**config.mk**
```make
export PLATFORM = sky130hd
export DESIGN_NAME = div_iter_unit
export DESIGN_NICKNAME = d
export VERILOG_FILES = /design/src/rtl/div_pkg.sv /design/src/rtl/DSPsubtractor.sv /design/src/rtl/div_step.sv /design/src/rtl/div_iter_unit.sv
export SDC_FILE = /design/constraint.sdc
export NUM_CORES = 1
export LEC_CHECK = 0
export CORE_MARGIN = 4
export CORE_UTILIZATION = 45
export DETAILED_ROUTE_END_ITERATION = 6
export PLACE_DENSITY = 0.71
export SYNTH_ARGS = -nofsm -noshare
export SYNTH_HDL_FRONTEND = slang
export SYNTH_SLANG_ARGS = --single-unit
```
**constraint.sdc**
```tcl
create_clock -name clk -period 10.72 [get_ports clk]
set_clock_uncertainty 0.2 [all_clocks]
set_input_delay 2.144 -clock clk [delete_from_list [all_inputs] [get_ports clk]]
set_output_delay 2.144 -clock clk [all_outputs]
set_load 0.01 [all_outputs]
```
**src/rtl/div_pkg.sv**
```systemverilog
// div_pkg: shared definitions for the iterative RV32M divider.
// Holds the op encoding, FSM state enum, iteration constants, the
// RISC-V special-case result constants and small two's-complement helpers.
package div_pkg;

    localparam logic [1:0] OP_DIV  = 2'b00;
    localparam logic [1:0] OP_DIVU = 2'b01;
    localparam logic [1:0] OP_REM  = 2'b10;
    localparam logic [1:0] OP_REMU = 2'b11;

    localparam int         ITER_COUNT = 32;
    // Counter value loaded at capture; CALC runs while it walks 31 -> 0.
    localparam logic [4:0] ITER_LAST  = 5'd31;

    localparam logic [31:0] DIV_ZERO_QUOT = 32'hFFFF_FFFF;
    localparam logic [31:0] OVF_DIVIDEND  = 32'h8000_0000;
    localparam logic [31:0] OVF_DIVISOR   = 32'hFFFF_FFFF;
    localparam logic [31:0] OVF_QUOT      = 32'h8000_0000;

    typedef enum logic [1:0] {
        S_IDLE = 2'b00,
        S_CALC = 2'b01,
        S_FIX  = 2'b10
    } div_state_e;

    // Two's-complement negation.
    function automatic logic [31:0] neg32(input logic [31:0] v);
        return ~v + 32'd1;
    endfunction

    // DIV and REM (op[0] == 0) are the signed operations.
    function automatic logic op_is_signed(input logic [1:0] op);
        return ~op[0];
    endfunction

    // REM and REMU (op[1] == 1) return the remainder.
    function automatic logic op_is_rem(input logic [1:0] op);
        return op[1];
    endfunction

endpackage

```
**src/rtl/DSPsubtractor.sv**
```systemverilog
// DSPsubtractor: 32-bit combinational subtractor, out = input1 - input2.
// Ports: input1, input2 (operands), out (difference, modulo 2^32).
module DSPsubtractor (
    input  logic [31:0] input1,
    input  logic [31:0] input2,
    output logic [31:0] out
);

    assign out = input1 - input2;

endmodule

```
**src/rtl/div_step.sv**
```systemverilog
// div_step: one combinational restoring-division iteration.
// Shifts {rem, quot} left by one, subtracts the divisor magnitude through
// the DSP subtractor and keeps the difference when the shifted remainder
// is not smaller than the divisor.
// Ports: rem_in/quot_in (current state), divisor (magnitude),
//        rem_out/quot_out (state after this iteration).
module div_step
    import div_pkg::*;
(
    input  logic [32:0] rem_in,
    input  logic [31:0] quot_in,
    input  logic [31:0] divisor,
    output logic [32:0] rem_out,
    output logic [31:0] quot_out
);

    logic [32:0] rem_sh_s;
    logic [31:0] quot_sh_s;
    logic [31:0] diff_s;
    logic        borrow_s;
    logic        ge_s;

    assign rem_sh_s  = {rem_in[31:0], quot_in[31]};
    assign quot_sh_s = {quot_in[30:0], 1'b0};

    DSPsubtractor u_sub (
        .input1 (rem_sh_s[31:0]),
        .input2 (divisor),
        .out    (diff_s)
    );

    // Borrow out of the 32-bit subtract, recovered from the operand and
    // result sign bits so no separate magnitude comparator is needed.
    assign borrow_s = (~rem_sh_s[31] & divisor[31])
                    | (~(rem_sh_s[31] ^ divisor[31]) & diff_s[31]);

    // rem_in[32] is zero by construction (rem < divisor after every step);
    // folding it in keeps the full 33-bit state part of the compare.
    assign ge_s = rem_sh_s[32] | rem_in[32] | ~borrow_s;

    // Restore-or-keep selection for the next remainder and quotient bit.
    always_comb begin
        rem_out  = rem_sh_s;
        quot_out = quot_sh_s;
        if (ge_s) begin
            rem_out  = {1'b0, diff_s};
            quot_out = {quot_sh_s[31:1], 1'b1};
        end else begin
            rem_out  = rem_sh_s;
            quot_out = {quot_sh_s[31:1], 1'b0};
        end
    end

endmodule

```
**src/rtl/div_iter_unit.sv**
```systemverilog
// div_iter_unit: multi-cycle RV32M divider (DIV, DIVU, REM, REMU).
// Restoring shift-subtract over 32 CALC cycles followed by one FIX cycle
// for sign correction; start/busy/done handshake towards the ALU sequencer.
// Ports: clk, reset (sync, active high), start, op[1:0], dividend, divisor,
//        busy, done (1-cycle pulse), result (held until next done).
// Config: define DIV_FASTPATH_EN to send divide-by-zero and signed overflow
//         straight from IDLE to FIX (done in cycle 2 instead of 34).
module div_iter_unit
    import div_pkg::*;
#(
    parameter int XLEN = 32
) (
    input  logic            clk,
    input  logic            reset,
    input  logic            start,
    input  logic [1:0]      op,
    input  logic [XLEN-1:0] dividend,
    input  logic [XLEN-1:0] divisor,
    output logic            busy,
    output logic            done,
    output logic [XLEN-1:0] result
);

    div_state_e  state_r, state_next_s;
    logic [4:0]  count_r;
    logic [1:0]  op_r;
    logic [31:0] divisor_mag_r;
    logic [32:0] rem_r;
    logic [31:0] quot_r;
    logic        q_neg_r, r_neg_r;
    logic        special_r;
    logic [31:0] special_res_r;
    logic        busy_r, done_r;
    logic [31:0] result_r;

    logic        accept_s, calc_s, fix_s;
    logic        sgn_s, dvd_neg_s, dvs_neg_s;
    logic        special_s;
    logic [31:0] special_val_s;
    logic [32:0] rem_next_s;
    logic [31:0] quot_next_s;
    logic [31:0] q_fix_s, r_fix_s, fix_val_s;

    assign sgn_s     = op_is_signed(op);
    assign dvd_neg_s = sgn_s & dividend[31];
    assign dvs_neg_s = sgn_s & divisor[31];

    // Special-case detection and its architecturally mandated result.
    always_comb begin
        special_s     = 1'b0;
        special_val_s = 32'd0;
        if (divisor == 32'd0) begin
            special_s     = 1'b1;
            special_val_s = op_is_rem(op) ? dividend : DIV_ZERO_QUOT;
        end else if (sgn_s && (dividend == OVF_DIVIDEND) && (divisor == OVF_DIVISOR)) begin
            special_s     = 1'b1;
            special_val_s = op_is_rem(op) ? 32'd0 : OVF_QUOT;
        end else begin
            special_s     = 1'b0;
            special_val_s = 32'd0;
        end
    end

    div_step u_step (
        .rem_in   (rem_r),
        .quot_in  (quot_r),
        .divisor  (divisor_mag_r),
        .rem_out  (rem_next_s),
        .quot_out (quot_next_s)
    );

    // Sign correction and quotient/remainder selection for the FIX cycle.
    always_comb begin
        q_fix_s   = q_neg_r ? neg32(quot_r) : quot_r;
        r_fix_s   = r_neg_r ? neg32(rem_r[31:0]) : rem_r[31:0];
        fix_val_s = 32'd0;
        if (special_r) begin
            fix_val_s = special_res_r;
        end else if (op_is_rem(op_r)) begin
            fix_val_s = r_fix_s;
        end else begin
            fix_val_s = q_fix_s;
        end
    end

    // FSM state register.
    always_ff @(posedge clk) begin
        if (reset) begin
            state_r <= S_IDLE;
        end else begin
            state_r <= state_next_s;
        end
    end

    // FSM next-state logic.
    always_comb begin
        state_next_s = state_r;
        case (state_r)
            S_IDLE: begin
                if (start) begin
`ifdef DIV_FASTPATH_EN
                    state_next_s = special_s ? S_FIX : S_CALC;
`else
                    state_next_s = S_CALC;
`endif
                end else begin
                    state_next_s = S_IDLE;
                end
            end
            S_CALC: begin
                if (count_r == 5'd0) begin
                    state_next_s = S_FIX;
                end else begin
                    state_next_s = S_CALC;
                end
            end
            S_FIX:   state_next_s = S_IDLE;
            default: state_next_s = S_IDLE;
        endcase
    end

    // FSM output decode: datapath control strobes.
    always_comb begin
        accept_s = 1'b0;
        calc_s   = 1'b0;
        fix_s    = 1'b0;
        case (state_r)
            S_IDLE:  accept_s = start;
            S_CALC:  calc_s   = 1'b1;
            S_FIX:   fix_s    = 1'b1;
            default: begin
                accept_s = 1'b0;
                calc_s   = 1'b0;
                fix_s    = 1'b0;
            end
        endcase
    end

    // Operand capture and iteration datapath.
    always_ff @(posedge clk) begin
        if (reset) begin
            count_r       <= 5'd0;
            op_r          <= 2'b00;
            divisor_mag_r <= 32'd0;
            rem_r         <= 33'd0;
            quot_r        <= 32'd0;
            q_neg_r       <= 1'b0;
            r_neg_r       <= 1'b0;
            special_r     <= 1'b0;
            special_res_r <= 32'd0;
        end else if (accept_s) begin
            count_r       <= ITER_LAST;
            op_r          <= op;
            divisor_mag_r <= dvs_neg_s ? neg32(divisor) : divisor;
            rem_r         <= 33'd0;
            // Quotient register starts out holding the dividend magnitude;
            // its bits shift into rem as quotient bits shift in.
            quot_r        <= dvd_neg_s ? neg32(dividend) : dividend;
            q_neg_r       <= dvd_neg_s ^ dvs_neg_s;
            r_neg_r       <= dvd_neg_s;
            special_r     <= special_s;
            special_res_r <= special_val_s;
        end else if (calc_s) begin
            rem_r   <= rem_next_s;
            quot_r  <= quot_next_s;
            count_r <= (count_r != 5'd0) ? (count_r - 5'd1) : 5'd0;
        end
    end

    // Registered handshake and result outputs.
    always_ff @(posedge clk) begin
        if (reset) begin
            busy_r   <= 1'b0;
            done_r   <= 1'b0;
            result_r <= 32'd0;
        end else begin
            busy_r <= (state_next_s != S_IDLE);
            done_r <= fix_s;
            if (fix_s) begin
                result_r <= fix_val_s;
            end
        end
    end

    assign busy   = busy_r;
    assign done   = done_r;
    assign result = result_r;

endmodule

```
---- Word-level counts from Yosys, hierarchy flattened ----
Cells that the tools add are included.
cells by class
  mux-type cells .......................... 25
  reductions and logical operators ........ 9
  equal/unequal tests ..................... 4
  add/sub/neg operators ................... 6
  bitwise logic cells ..................... 17
operator list
  cell                                                 count
  two-way mux 32 bit                                   12
  adder 32 x 1 -> 32 bit, second input constant        4
  NOT 32 bit                                           4
  equality test 32 bit, second input constant          2
  two-way mux 33 bit                                   1
  logical NOT 32 bit                                   1
  subtractor 32 bit                                    1
  two-way mux 5 bit                                    3
  two-way mux 1 bit                                    7
  logical NOT 5 bit                                    1
  nonzero test 5 bit                                   1
  subtractor 5 x 1 -> 5 bit, second input constant     1
  AND 1 bit                                            4
  NOT 1 bit                                            4
  case mux 2 bit (2 select lines)                      1
  nonzero test 2 bit                                   2
  OR 1 bit                                             3
  equality test 2 x 1 -> 1 bit, second input constant  1
  equality test 2 bit, second input constant           1
  logical AND 1 bit                                    2
  logical NOT 2 bit                                    1
  two-way mux 2 bit                                    1
  OR reduction 2 bit                                   1
  bitwise XOR 1 bit                                    2
word-level totals
  word-level logic and storage cells ...... 74
  bits of input ports ..................... 69
  register bits ........................... 175

---- Logic depth before layout (Yosys ltp) ----
Gate-level depths: netlist of the first run.
  depth in word-level cells ............... 9
  gate-level depth with buffers ........... 19
  gate-level depth less buffers ........... 17

---- Modules after synthesis ----
Synthesis of the first run repeated with hierarchy kept, for this count alone.
unflattened totals
  cell total of the unflattened synthesis .. 1632
  area, all modules ....................... 12314.3 um^2
by module, submodules not included
  module         cells each  sequential area each (um^2)  times used  area an instance (um^2)
  div_iter_unit  1275        3483.3                       1           9774.4
  DSPsubtractor  279         0.0                          1           1839.3
  div_step       78          0.0                          1           700.7

---- Worst setup path after synthesis of the first run ----
OpenSTA, ideal clock, no wires.
  kind .................................... input port to flip-flop
  start point ............................. input port divisor[2]
  end point ............................... register special_res_r[11]
  stages on the path ...................... 10
  library setup time ...................... 0.057 ns
  data arrival time ....................... 4.193 ns
  setup slack ............................. 6.269 ns
  path through ............................ or4_1 -> nor3_2 -> nand2_1 -> or2_1 -> buf_2 -> nor4_4 -> nand3_2 -> buf_2 -> a21oi_1 -> a21o_1
on the way
  longest elaborated chain between the ends .. 4
ends and longest elaborated chain
  element                 RTL line              RTL
  from (decl)             div_iter_unit.sv:18   input logic [XLEN-1:0] divisor,
  equality test 32 bit    div_iter_unit.sv:55   end else if (sgn_s && (dividend == OVF_DIVIDEND) && (divisor == OVF_DIVISOR)) begin
  logical AND 1 bit       div_iter_unit.sv:55
  two-way mux 32 bit      div_iter_unit.sv:55
  two-way mux 32 bit (*)  div_iter_unit.sv:52   if (divisor == 32'd0) begin
  to (signal assigned)    div_iter_unit.sv:162  special_res_r <= special_val_s;
  to (decl)               div_iter_unit.sv:32   logic [31:0] special_res_r;
Every way passes the cells marked *; elsewhere a longest branch is shown, timed or not.
A chain may end at the register's enable or synchronous reset.

---- Final worst setup path of the first run ----
  start point ............................. input port divisor[2]
  end point ............................... register special_res_r[31]
The elaborated chain is that of the path after synthesis.

==> results.yml, run 1 <==
yosys:
  synth_fp_nets: 1640
  post-synth-top-count-cell: "nand2_1"
  synth_common_cells: "nand2_1 (194), dfxtp_1 (174), nor2_1 (144)"
  yosysUniqueCellTypes: 77
  synthXorXnorAreaFrac_pct: 9.47
  ys_warn_count: 0
  synth-compound-area-share_pct: 26.3
  synthCells: 1532
  synth_seq_cells: 174
  synthMuxAreaShare_pct: 1.59
  synth_top_family_by_area: "compound AO/OA/AOI/OAI gates"
  synthAdderAreaFrac_pct: 4.35
  syn_area_um2: 11600
  postSynth.asyncResetShare_pct: 0
  synth_edf_count: 0
  synthSimpleGateAreaFrac_pct: 22.6
  yosysTopAreaCellShare_pct: 30.1
  syn_area_per_cell_um2: 7.54
  ys.flop_type: "dfxtp_1"
  post-synth-top-area-cell: "dfxtp_1"
  yosysSeqAreaShare_pct: 30.1
  synth.top_cells.by_area: "dfxtp_1 (30%), nand2_1 (6.3%), xnor2_1 (5.1%), nor2_1 (4.7%), a21oi_1 (4.5%)"
clock_network:
  clk_pin_slew_ns: 0.08
  htreeDepth: 4
  cts_setup_buffers: 0
  clk_latency_ns: 0.44
  numCtsBuffers: 17
  postCtsHoldBufs: 0
  clock-sinks: 174
  cts_buffer_depth: 2
  cts-root-buf: "clkbuf_16"
  cts_resized: 0
  cts_tree: "yes"
global_routing:
  antenna_found_initial: 0
  grt_pass1_vias: 10400
  grt_usage_pct: 24.8
  gr-total-overflow: 0
  grt_max_degree: 60
  grt_pass1_wl_um: 57600
floorplan:
  core_area_um2: 25300
  chipWidth_um: 168
  initial_core_util_pct: 45.8
  fp.dieH_um: 168
  ios: 103
  dieArea_um2: 28300
  row_count: 58
power:
  powerDensity_nw_per_um2: 155
  ir_worst_vdd_mv: 0.116
  power.leakage_uw: 0.00494
  power_uw: 2060
final_layout:
  syn2layout_area_growth_pct: 15.2
  multi_input_area_um2: 7460
  fin_nets: 1672
  final-seq-area_um2: 3480
  fillers: 2474
  drive_gt1_share_pct: 4.82
  n_antenna_cell: 0
detailed_routing:
  drtPass1Iterations: 6
  via_per_inst: 5.97
  drt_wl_total_um: 36100
  drc: 0
  drtIter0Drc: 1099
  wl_per_cell_um: 18.9
  antenna_left: 0
  vias: 11400
place:
  port_buffers: 102
  dpl.hpwl_um: 26600
  place_congestion: 0.907
setup_path:
  startpoint_type: "input port"
  endpoint_kind: "flop"
  arrival_ns: 5.75
  crit_type: "in2reg"
  worstPathMaxFanout: 33
  critPathRequiredTime_ns: 10.91
sta:
  rsz0062_at_grt: "no"
  fmax_mhz: 180
  setup_viol: 0
  slew_headroom_pct: 26.9
  final.setup.tns_ns: 0
  drv_slew: 0
  period_share_pct: 51.9
  fin_crit_ns: 5.56
  worst_pin_slew_ns: 1.09
  final_hold_viol_count: 0
run_status:
  status: "finished clean"
job:
  drv_cap: 0
min_path:
  hp-class: "reg2reg"
path summary, 6_finish.rpt:
check / from / end / slack [ns] / depth (start not counted)
max: divisor[2] / special_res_r[31] / 5.16 / 9
min: special_res_r[13] / special_res_r[13] / 0.25 / 2
max reg2reg: divisor_mag_r[1] / rem_r[24] / 6.04 / 15
min reg2reg: special_res_r[13] / special_res_r[13] / 0.25 / 2
layout make-up:
class	instances	area share, %
Clock buffer	17	3.20
Clock inverter	15	1.24
Inverter	66	1.86
Multi-Input combinational cell	1189	56.0
Sequential cell	174	26.2
Tap cell	330	3.10
Timing Repair Buffer	116	8.42
worst max-delay path, stage by stage:
cell,delay [ns]
clkdlybuf4s50_1,0.55
or4_1,0.65
nor3_2,0.21
nand2_1,0.10
or2_1,0.33
nor4_4,0.50
nand3_2,0.70
o21ai_0,0.41
a22o_1,0.16
through the flow:
stage                     utilization [%]  hold WS (ns)  setup WS [ns]  instance area (µm²)  cells
final                                52.7         0.249           5.16                13300   1907
after CTS                            52.7         0.251           5.17                13300   1907
after detailed placement             50.4         0.240           4.71                12700   1875
after global routing                 52.7         0.270           4.93                13300   1907
after floorplan                         -         0.223           6.27                11600   1532
after global placement               50.4         0.235           4.76                12700   1875
layer usage:
layer	track usage, %	wire length, µm	vias up
met4	3.95	262	0
met1	35.5	16800	5428
met3	3.45	2010	21
met5	0	0	-
met2	40.7	17000	373
li1	-	-	5569
power by group:
part	internal [µW]	total (µW)	switching (µW)
Sequential	689	749	59.3
Clock	315	633	318
Combinational	270	681	411
state kept, by name, summed over array words and instances, names as in the netlist:
signal	cells
special_res_r	32
op_r	1
divisor_mag_r	32
done	1
special_r	1
result	32
count_r	5
quot_r	32
rem_r	33
q_neg_r	1
state_r	2
r_neg_r	1
busy	1
logic make-up (layout without fill, tap and decap cells):
family / after synthesis / count (layout)
mux: 18 / 18
simple gates: 545 / 545
buf+inv: 169 / 214
xor+xnor: 125 / 125
compound gates: 462 / 462
fa+ha+maj: 39 / 39
flops: 174 / 174
cells in the final DEF (no fill, tap or decap), types with 7 or more instances in the layout:
| cell | count |
|---|---|
| o22ai_1 | 16 |
| a31oi_1 | 17 |
| o21ai_0 | 79 |
| buf_4 | 14 |
| mux2i_1 | 15 |
| o41ai_1 | 13 |
| a211oi_1 | 48 |
| nand2b_1 | 16 |
| nand4_1 | 11 |
| and3_1 | 10 |
| clkdlybuf4s50_1 | 101 |
| nor4_1 | 10 |
| nor2b_1 | 32 |
| a21o_1 | 25 |
| xor2_1 | 58 |
| o21ai_1 | 27 |
| or3_1 | 11 |
| a311oi_1 | 38 |
| o31ai_1 | 21 |
| nand3_1 | 22 |
| nand2_1 | 193 |
| ha_1 | 37 |
| a21oi_1 | 103 |
| dfxtp_1 | 174 |
| or4_1 | 14 |
| o211ai_1 | 16 |
| nor3_1 | 43 |
| nor2_1 | 143 |
| inv_1 | 66 |
| o21a_1 | 7 |
| xnor2_1 | 67 |
| clkbuf_16 | 17 |
Power figures use the tool's default switching activity.
==> inputs of run 2 (changes only) <==
- PLACE_DENSITY: 0.71 -> 0.73
- clock period: 10.72 -> 4.7 ns (I/O delays scaled with it)
==> run 2 against run 1 <==
Net effect:
- total power is 130% higher
- global-route usage rose by 0.10 points
- routed wire length is 0.17% higher
- critical path depth up 5
- final area increased by 0.96%
- non-clock buffer count up 10
- sequential power is 130% higher
- clock-buffer cell count did not move
- via count grew 1.3%
- register-to-register slack worse by 5.7 ns
- critical path type is now reg2reg
- largest power group unchanged
==> results.yml, run 2 (synthesis results as in run 1) <==
place:
  port_buffers: 102
  placed_area_um2: 12800
  place_congestion: 0.943
  dpl.hpwl_um: 26700
  place_ws_ns: 0.380
final_layout:
  fin_nets: 1682
  largest_reg_flops: 33
  regMostFlops: "rem_r"
  drive_gt1_share_pct: 5.48
  layout_common_cells: "nand2_1 (193), dfxtp_1 (174), nor2_1 (143), a21oi_1 (103), clkdlybuf4s50_1 (101)"
  fin_area_um2: 13400
  mostFrequentLayoutCell: "nand2_1"
  syn2layout_area_growth_pct: 16.3
  n_antenna_cell: 0
global_routing:
  grt_max_degree: 56
  grt_usage_pct: 24.9
  grt_pass1_vias: 10800
  gr-total-overflow: 0
  grt_pass1_wl_um: 57800
  antenna_found_initial: 0
clock_network:
  cts-root-buf: "clkbuf_16"
  clock-sinks: 174
  clk_latency_ns: 0.45
  clk_pin_slew_ns: 0.08
  cts_buffer_depth: 2
  postCtsHoldBufs: 0
  cts_tree: "yes"
  cts_setup_buffers: 0
  htreeDepth: 4
  numCtsBuffers: 17
  cts_resized: 0
setup_path:
  r2r_start: "rem_r[8]"
  crit_type: "reg2reg"
  startpoint: "rem_r[8]"
  r2r_cells: 14
  rr_endpoint: "rem_r[24]"
  worst-r2r-setup-slack_ns: 0.33
  crit_end: "rem_r[24]"
  worstPathMaxFanout: 8
  startpoint_type: "flop"
  critPathRequiredTime_ns: 4.82
  endpoint_kind: "flop"
  arrival_ns: 4.49
sta:
  slew_headroom_pct: 20.4
  drv_slew: 0
  period_share_pct: 93.0
  worst_pin_slew_ns: 1.19
  setup_viol: 0
  final.setup.tns_ns: 0
  fin_ws_ns: 0.329
  fmax_mhz: 229
  rsz0062_at_grt: "no"
  timing.hold.ws_ns: 0.245
  fin_crit_ns: 4.37
  final_hold_viol_count: 0
detailed_routing:
  drc: 0
  drtIter0Drc: 1019
  antenna_left: 0
  drtPass1Iterations: 5
  via_per_inst: 6.02
  vias: 11500
  drt_wl_total_um: 36200
  wl_per_cell_um: 18.9
floorplan:
  initial_core_util_pct: 45.8
  fp.dieH_um: 168
  dieArea_um2: 28300
  chipWidth_um: 168
  ios: 103
  row_count: 58
  core_area_um2: 25300
power:
  powerDensity_nw_per_um2: 357
  power.leakage_uw: 0.00501
  ir_worst_vdd_mv: 0.254
  power_uw: 4800
run_status:
  status: "finished clean"
min_path:
  hp-class: "reg2reg"
job:
  drv_cap: 0
## run 2: worst min-delay path by stage
stage,start,endpoint,slack [ns],depth (start not counted)
detailed placement,special_res_r[16],special_res_r[16],0.23,2
global route,special_res_r[30],special_res_r[30],0.26,2
CTS,special_res_r[16],special_res_r[16],0.25,2
floorplan,special_res_r[16],special_res_r[16],0.22,2
finish,special_res_r[16],special_res_r[16],0.24,2
global placement,special_res_r[16],special_res_r[16],0.23,2
## run 2: metal layers
layer | up-vias | track usage [%] | wire (µm)
li1 | 5582 | - | -
met5 | - | 0 | 0
met1 | 5475 | 34.2 | 16200
met4 | 0 | 6.77 | 839
met3 | 57 | 4.23 | 2430
met2 | 429 | 40.5 | 16700
## run 2: layout make-up
type / count / area, µm²
sequential: 174 / 3480
timing repair buffer: 126 / 1210
tap: 330 / 413
clock buffer: 17 / 425
clock inverter: 15 / 193
fill: 2456 / 11800
inverter: 66 / 248
multi-input combinational: 1189 / 7460
## run 2: per-stage QoR
step,utilization [%],std cells
finish,53.2,1917
global route,53.2,1917
CTS,53.2,1917
detailed placement,50.7,1885
global placement,50.7,1885
floorplan,-,1532
## run 2: power breakdown
| group | switching (µW) | internal [µW] |
|---|---|---|
| sequential | 141 | 1570 |
| combinational | 946 | 639 |
| clock | 731 | 774 |
| total | 1820 | 2980 |
## run 2: critical path, cell delays in order (launching register included)
cell	delay, ns
dfxtp_1	0.47
ha_1	0.34
a21o_1	0.23
a21o_1	0.17
a21oi_1	0.23
o21ai_0	0.19
o21ai_0	0.33
a31oi_1	0.18
nor3_1	0.26
o21ai_0	0.17
fa_1	0.42
nor3_2	0.30
buf_4	0.20
nor2_1	0.14
a2111oi_2	0.42
